===== config.mk =====
export PLATFORM = sky130hd
export DESIGN_NAME = rx_data_buffer
export DESIGN_NICKNAME = d
export VERILOG_FILES = /design/src/rtl/rx_data_buffer.sv
export SDC_FILE = /design/constraint.sdc
export NUM_CORES = 1
export LEC_CHECK = 0
export CORE_MARGIN = 2
export CORE_UTILIZATION = 61
export DETAILED_ROUTE_END_ITERATION = 6
export HOLD_SLACK_MARGIN = 0.12
export PLACE_DENSITY = 0.8
export SKIP_CTS_REPAIR_TIMING = 1
export SYNTH_ARGS = -nofsm -noshare
export SYNTH_HDL_FRONTEND = slang
export SYNTH_SLANG_ARGS = --single-unit

===== constraint.sdc =====
create_clock -name CLK -period 5.1 [get_ports CLK]
set_input_delay 0.51 -clock CLK [delete_from_list [all_inputs] [get_ports CLK]]
set_output_delay 0.51 -clock CLK [all_outputs]
set_load 0.005 [all_outputs]

===== src/rtl/rx_data_buffer.sv =====
// Serial receive data buffer.
// Synchronises the receive-side control signals into the CLK domain and shifts
// in bits LSB-first. Completed SIZE-bit frames go into a first-word-fall-through
// FIFO. Sticky flags record dropped words and malformed frames.
module rx_data_buffer #(
  parameter int unsigned SIZE  = 8,
  parameter int unsigned DEPTH = 4
) (
  input  logic                     CLK,
  input  logic                     RST,
  input  logic                     RXC,
  input  logic                     RXD,
  input  logic                     RXEN,
  input  logic                     RXRDY,
  output logic [SIZE-1:0]          DOUT,
  output logic                     DVALID,
  input  logic                     DREADY,
  output logic [$clog2(DEPTH):0]   LEVEL,
  output logic                     OVERRUN,
  output logic                     FRAME_ERR,
  input  logic                     CLR_ERR
);

  localparam int unsigned PtrW = $clog2(DEPTH);
  localparam int unsigned LvlW = PtrW + 1;
  localparam int unsigned CntW = $clog2(SIZE + 2);

  localparam logic [CntW-1:0] CntSize = CntW'(SIZE);
  localparam logic [CntW-1:0] CntMax  = CntW'(SIZE + 1);
  localparam logic [LvlW-1:0] LvlFull = LvlW'(DEPTH);

  // Bit order in the synchroniser vectors: 0 RXC, 1 RXD, 2 RXEN, 3 RXRDY.
  logic [3:0] async_in;
  logic [3:0] sync1_q, sync2_q, hist_q;
  logic [1:0] warm_q;
  logic       armed;
  logic [3:0] rise;
  logic       rxc_rise, rxrdy_rise, capture;
  logic       unused_rise;

  logic [SIZE-1:0] sr_q, sr_d;
  logic [CntW-1:0] cnt_q, cnt_d;
  logic            push;
  logic            frame_err_set;

  logic [SIZE-1:0] mem_q [DEPTH];
  logic [PtrW-1:0] wptr_q, wptr_d;
  logic [PtrW-1:0] rptr_q, rptr_d;
  logic [LvlW-1:0] level_q, level_d;
  logic            full;
  logic            pop;
  logic            wr_en;
  logic            overrun_set;
  logic            overrun_q, overrun_d;
  logic            frame_err_q, frame_err_d;

  assign async_in = {RXRDY, RXEN, RXD, RXC};

  // Two-flop synchronisers, history flops and the post-reset warm-up counter.
  always_ff @(posedge CLK) begin
    if (RST) begin
      sync1_q <= '0;
      sync2_q <= '0;
      hist_q  <= '0;
      warm_q  <= '0;
    end else begin
      sync1_q <= async_in;
      sync2_q <= sync1_q;
      hist_q  <= sync2_q;
      if (warm_q != 2'd3) begin
        warm_q <= warm_q + 2'd1;
      end
    end
  end

  // Edges are only trusted once the history flop holds a real sample; this stops
  // an input held high across reset release from looking like a fresh rise.
  assign armed      = (warm_q == 2'd3);
  assign rise       = sync2_q & ~hist_q & {4{armed}};
  assign rxc_rise   = rise[0];
  assign rxrdy_rise = rise[3];
  assign capture    = rxc_rise & sync2_q[2];

  // RXD and RXEN are used as levels; their edge terms are intentionally unused.
  assign unused_rise = ^rise[2:1];

  // Shift/count next state: a capture is applied before a same-cycle end of frame.
  always_comb begin
    sr_d          = sr_q;
    cnt_d         = cnt_q;
    push          = 1'b0;
    frame_err_set = 1'b0;
    if (capture) begin
      sr_d = {sync2_q[1], sr_q[SIZE-1:1]};
      if (cnt_q != CntMax) begin
        cnt_d = cnt_q + CntW'(1);
      end
    end
    if (rxrdy_rise) begin
      if (cnt_d == CntSize) begin
        push = 1'b1;
      end else begin
        frame_err_set = 1'b1;
      end
      cnt_d = '0;
    end
  end

  // Shift register and bit counter.
  always_ff @(posedge CLK) begin
    if (RST) begin
      sr_q  <= '0;
      cnt_q <= '0;
    end else begin
      sr_q  <= sr_d;
      cnt_q <= cnt_d;
    end
  end

  assign full        = (level_q == LvlFull);
  assign pop         = DVALID & DREADY;
  // A pop in the same cycle frees the slot, so a full FIFO can still accept.
  assign wr_en       = push & (~full | pop);
  assign overrun_set = push & full & ~pop;

  // FIFO pointer and level next state.
  always_comb begin
    wptr_d  = wptr_q;
    rptr_d  = rptr_q;
    level_d = level_q;
    if (wr_en) begin
      wptr_d = wptr_q + PtrW'(1);
    end
    if (pop) begin
      rptr_d = rptr_q + PtrW'(1);
    end
    unique case ({wr_en, pop})
      2'b10:   level_d = level_q + LvlW'(1);
      2'b01:   level_d = level_q - LvlW'(1);
      default: level_d = level_q;
    endcase
  end

  // Sticky flags: a set condition wins over a same-cycle clear.
  always_comb begin
    overrun_d   = overrun_q;
    frame_err_d = frame_err_q;
    if (CLR_ERR) begin
      overrun_d   = 1'b0;
      frame_err_d = 1'b0;
    end
    if (overrun_set) begin
      overrun_d = 1'b1;
    end
    if (frame_err_set) begin
      frame_err_d = 1'b1;
    end
  end

  // FIFO control state and error flags.
  always_ff @(posedge CLK) begin
    if (RST) begin
      wptr_q      <= '0;
      rptr_q      <= '0;
      level_q     <= '0;
      overrun_q   <= 1'b0;
      frame_err_q <= 1'b0;
    end else begin
      wptr_q      <= wptr_d;
      rptr_q      <= rptr_d;
      level_q     <= level_d;
      overrun_q   <= overrun_d;
      frame_err_q <= frame_err_d;
    end
  end

  // FIFO storage; contents are don't-care while empty so no reset is needed.
  always_ff @(posedge CLK) begin
    if (wr_en) begin
      mem_q[wptr_q] <= sr_d;
    end
  end

  assign DVALID    = (level_q != '0);
  // Empty FIFO reads as zero so DOUT is clean after reset.
  assign DOUT      = DVALID ? mem_q[rptr_q] : '0;
  assign LEVEL     = level_q;
  assign OVERRUN   = overrun_q;
  assign FRAME_ERR = frame_err_q;

endmodule


==> results.cfg <==
[floorplan]
die-area_um2 = 4990
placementRows = 24
start_util = 0.626
die_width_um = 70.6
die_height_um = 70.6
pin_count = 22
core-area_um2 = 4320

[cts]
cts_root_buffer_type = clkbuf_8
cts_max_path_buffers = 2
post_cts_clock_slew_at_the_launch_and_capture_registers_of_the_worst_setup_and_hold_paths_ns = 0.07
cts_num_sinks = 67
htree_num_levels = 3
clkLatencyLatePin_ns = 0.34
tritoncts_clock_tree = yes
cts_buffers = 9

[critical_path]
setup.worst_path.start_class = register
max_stage_delay_ns = 0.42
cp.arrival_ns = 3.22
worstSetupPathType = register to register
crit_slowest_cell = nand4b_1
cp_max_fo = 11
timing.critical_path.cells = ha_1 -> nand4b_1 -> a2111oi_2 -> o211ai_2 -> o21ai_1 -> inv_1 -> fa_1 -> nor2_1 -> o21a_1 -> a31oi_1 -> mux2_1
crit_path_end_kind = register
worst_ep_required_time_ns = 5.33

[routing]
drt_pass1_iterations = 4
routed-via-count = 1568
totalWireLength_um = 4110
first_iter_violations = 70
vias_per_cell = 5.30
routed_wire_length_per_instance_um = 13.9
ant_nets = 0
detail_route.drc_violations = 0

[global_route]
antenna_found_initial = 0
first_pass_grt_wire_length_um = 7050
grt_pass1_vias = 1517
grt_max_degree = 35
global_route.overflow_total = 0
grt_util_all_layers = 0.189

[sta]
setup-tns-final_ns = 0
final_min_period_over_clock_period = 0.585
max_freq_ghz = 0.335
hold_viol = 0
timing.max_slew.rel_slack = 0.280
layout_min_cycle_time_ns = 2.99
report.final.slew_viol_count = 0
setup_repair_after_global_routing_missed_its_margin = no
worst_clock_skew_ns = 0.00761
tightest_slew_ns = 1.08
final_setup_violation_count = 0

[pwr]
p_per_area_nw_per_um2 = 426
leakage_nw = 1.16
vdd_ir_drop_max_v = 0.000239

[synth]
synth_nets = 231
yosysSeqAreaShare = 0.613
yosys-top-cells-area = edfxtp_1 (35%), dfxtp_1 (26%), mux4_2 (6.7%)
number_of_enable_type_register_cells_in_the_synthesized_netlist = 32
ys_dominant_reg_cell = dfxtp_1
postSynthRegisterBits = 67
post_synth_inst_count = 215
synth_area_um2 = 2710
synth_largest_type_area_fraction = 0.355
netlist-cell-type-count = 36
synth.most_common_cell = dfxtp_1
ys.warnings.count = 0
syn_area_per_cell_um2 = 12.6
netlist.top_cell.by_area = edfxtp_1
synth_async_sr_flop_share = 0
synth_top_cells_by_count = dfxtp_1 (35), edfxtp_1 (32), nand2_1 (27)

[cells_and_area]
post-route-util = 0.733
final_net_count = 255
post_route_cells_drive_above_1_share = 0.119
fin_cells = 296
layout-area-overhead-vs-synth_pct = 17.0
antennaDiodeCount = 0

[run]
max_cap_viol_count = 0

[hold_path]
hold_path_class = register to register

[run_status]
status = completed

[place]
gp_congestion = 0.768
dp_hpwl_um = 2930
buffer_ports.inserted = 21
dpl_cells = 280
==> power breakdown <==
part	leakage (nW)	switching, W	total (W)	internal [W]
Combinational	0.476	0.0000947	0.000266	0.000171
Sequential	0.581	0.0000357	0.000618	0.000582
Clock	0.103	0.000192	0.000465	0.000273
==> through the flow <==
stage	power [W]	setup slack [ns]	instance area [µm²]	hold WS (ns)
after floorplan	0.000775	2.49	2710	0.414
after global placement	0.000893	2.23	2950	0.421
after detailed placement	0.000901	2.13	2950	0.428
after CTS	0.00137	2.10	3170	0.444
after global routing	0.00141	1.83	3170	0.467
final	0.00135	2.11	3170	0.444
==> cells by family (layout without fill, tap and decap cells) <==
| group | Yosys count | after routing | synth area share |
|---|---|---|---|
| adder cells (fa/ha/maj) | 8 | 8 | 0.0397 |
| multiplexers | 13 | 13 | 0.0859 |
| buffers and inverters | 15 | 44 | 0.0217 |
| flip-flops | 67 | 67 | 0.613 |
| AND/OR/NAND/NOR | 84 | 84 | 0.162 |
| AO/OA/AOI/OAI | 22 | 22 | 0.0582 |
| XOR/XNOR | 6 | 6 | 0.0194 |
==> worst max-delay path, delay by kind of cell, from the launching register on <==
kind	cells	cell delay (ns)
mux	1	0.32
compound gates	5	0.93
simple gates	2	0.54
flops	1	0.36
fa+ha+maj	2	0.66
buf+inv	1	0.07
==> flip-flops by register name (all words and copies together) (netlist names), named ones only <==
register and count:
LEVEL 3, OVERRUN 1, warm_q 2, hist_q 2
FRAME_ERR 1, wptr_q 2, sync2_q 4, sr_q 8
sync1_q 4, cnt_q 4, mem_q 32, rptr_q 2
==> cell type report <==
class / count / area (µm²)
Multi-Input combinational cell: 133 / 988
Timing Repair Buffer: 21 / 210
Clock inverter: 7 / 92.6
Fill cell: 283 / 1160
Sequential cell: 67 / 1660
Tap cell: 52 / 65.1
Clock buffer: 9 / 124
Inverter: 7 / 26.3
==> cells in the final DEF, fill, tap and decap left out, types with 2 or more instances in the layout <==
| master | count |
|---|---|
| edfxtp_1 | 32 |
| dfxtp_1 | 35 |
| clkdlybuf4s50_1 | 21 |
| mux4_2 | 8 |
| nor2_1 | 17 |
| ha_1 | 7 |
| and2_1 | 13 |
| clkinvlp_4 | 2 |
| mux2_1 | 2 |
| xnor2_1 | 4 |
| o21ai_1 | 2 |
| mux2i_1 | 3 |
| nand2b_1 | 4 |
| nand3b_1 | 2 |
| a21oi_1 | 11 |
| inv_1 | 7 |
| bufinv_16 | 2 |
| nand2_1 | 27 |
| a2111oi_2 | 2 |
| clkbuf_8 | 9 |
| xor2_1 | 2 |
| nor2b_1 | 13 |
==> final timing paths <==
check | startpoint | to | slack [ns] | cells past startpoint
setup / recovery | warm_q[0] | LEVEL[2] | 2.11 | 11
hold / removal | sync1_q[1] | sync2_q[1] | 0.44 | 1
setup reg to reg | warm_q[0] | LEVEL[2] | 2.11 | 11
hold reg to reg | sync1_q[1] | sync2_q[1] | 0.44 | 1
==> metal layers <==
layer | global-route usage | vias to the layer above | share of wire
li1 | - | 800 | -
met1 | 0.244 | 736 | 0.47
met2 | 0.295 | 23 | 0.47
met3 | 0.0427 | 9 | 0.030
met4 | 0.113 | 0 | 0.024
met5 | 0 | - | 0
Power figures use the tool's default switching activity.
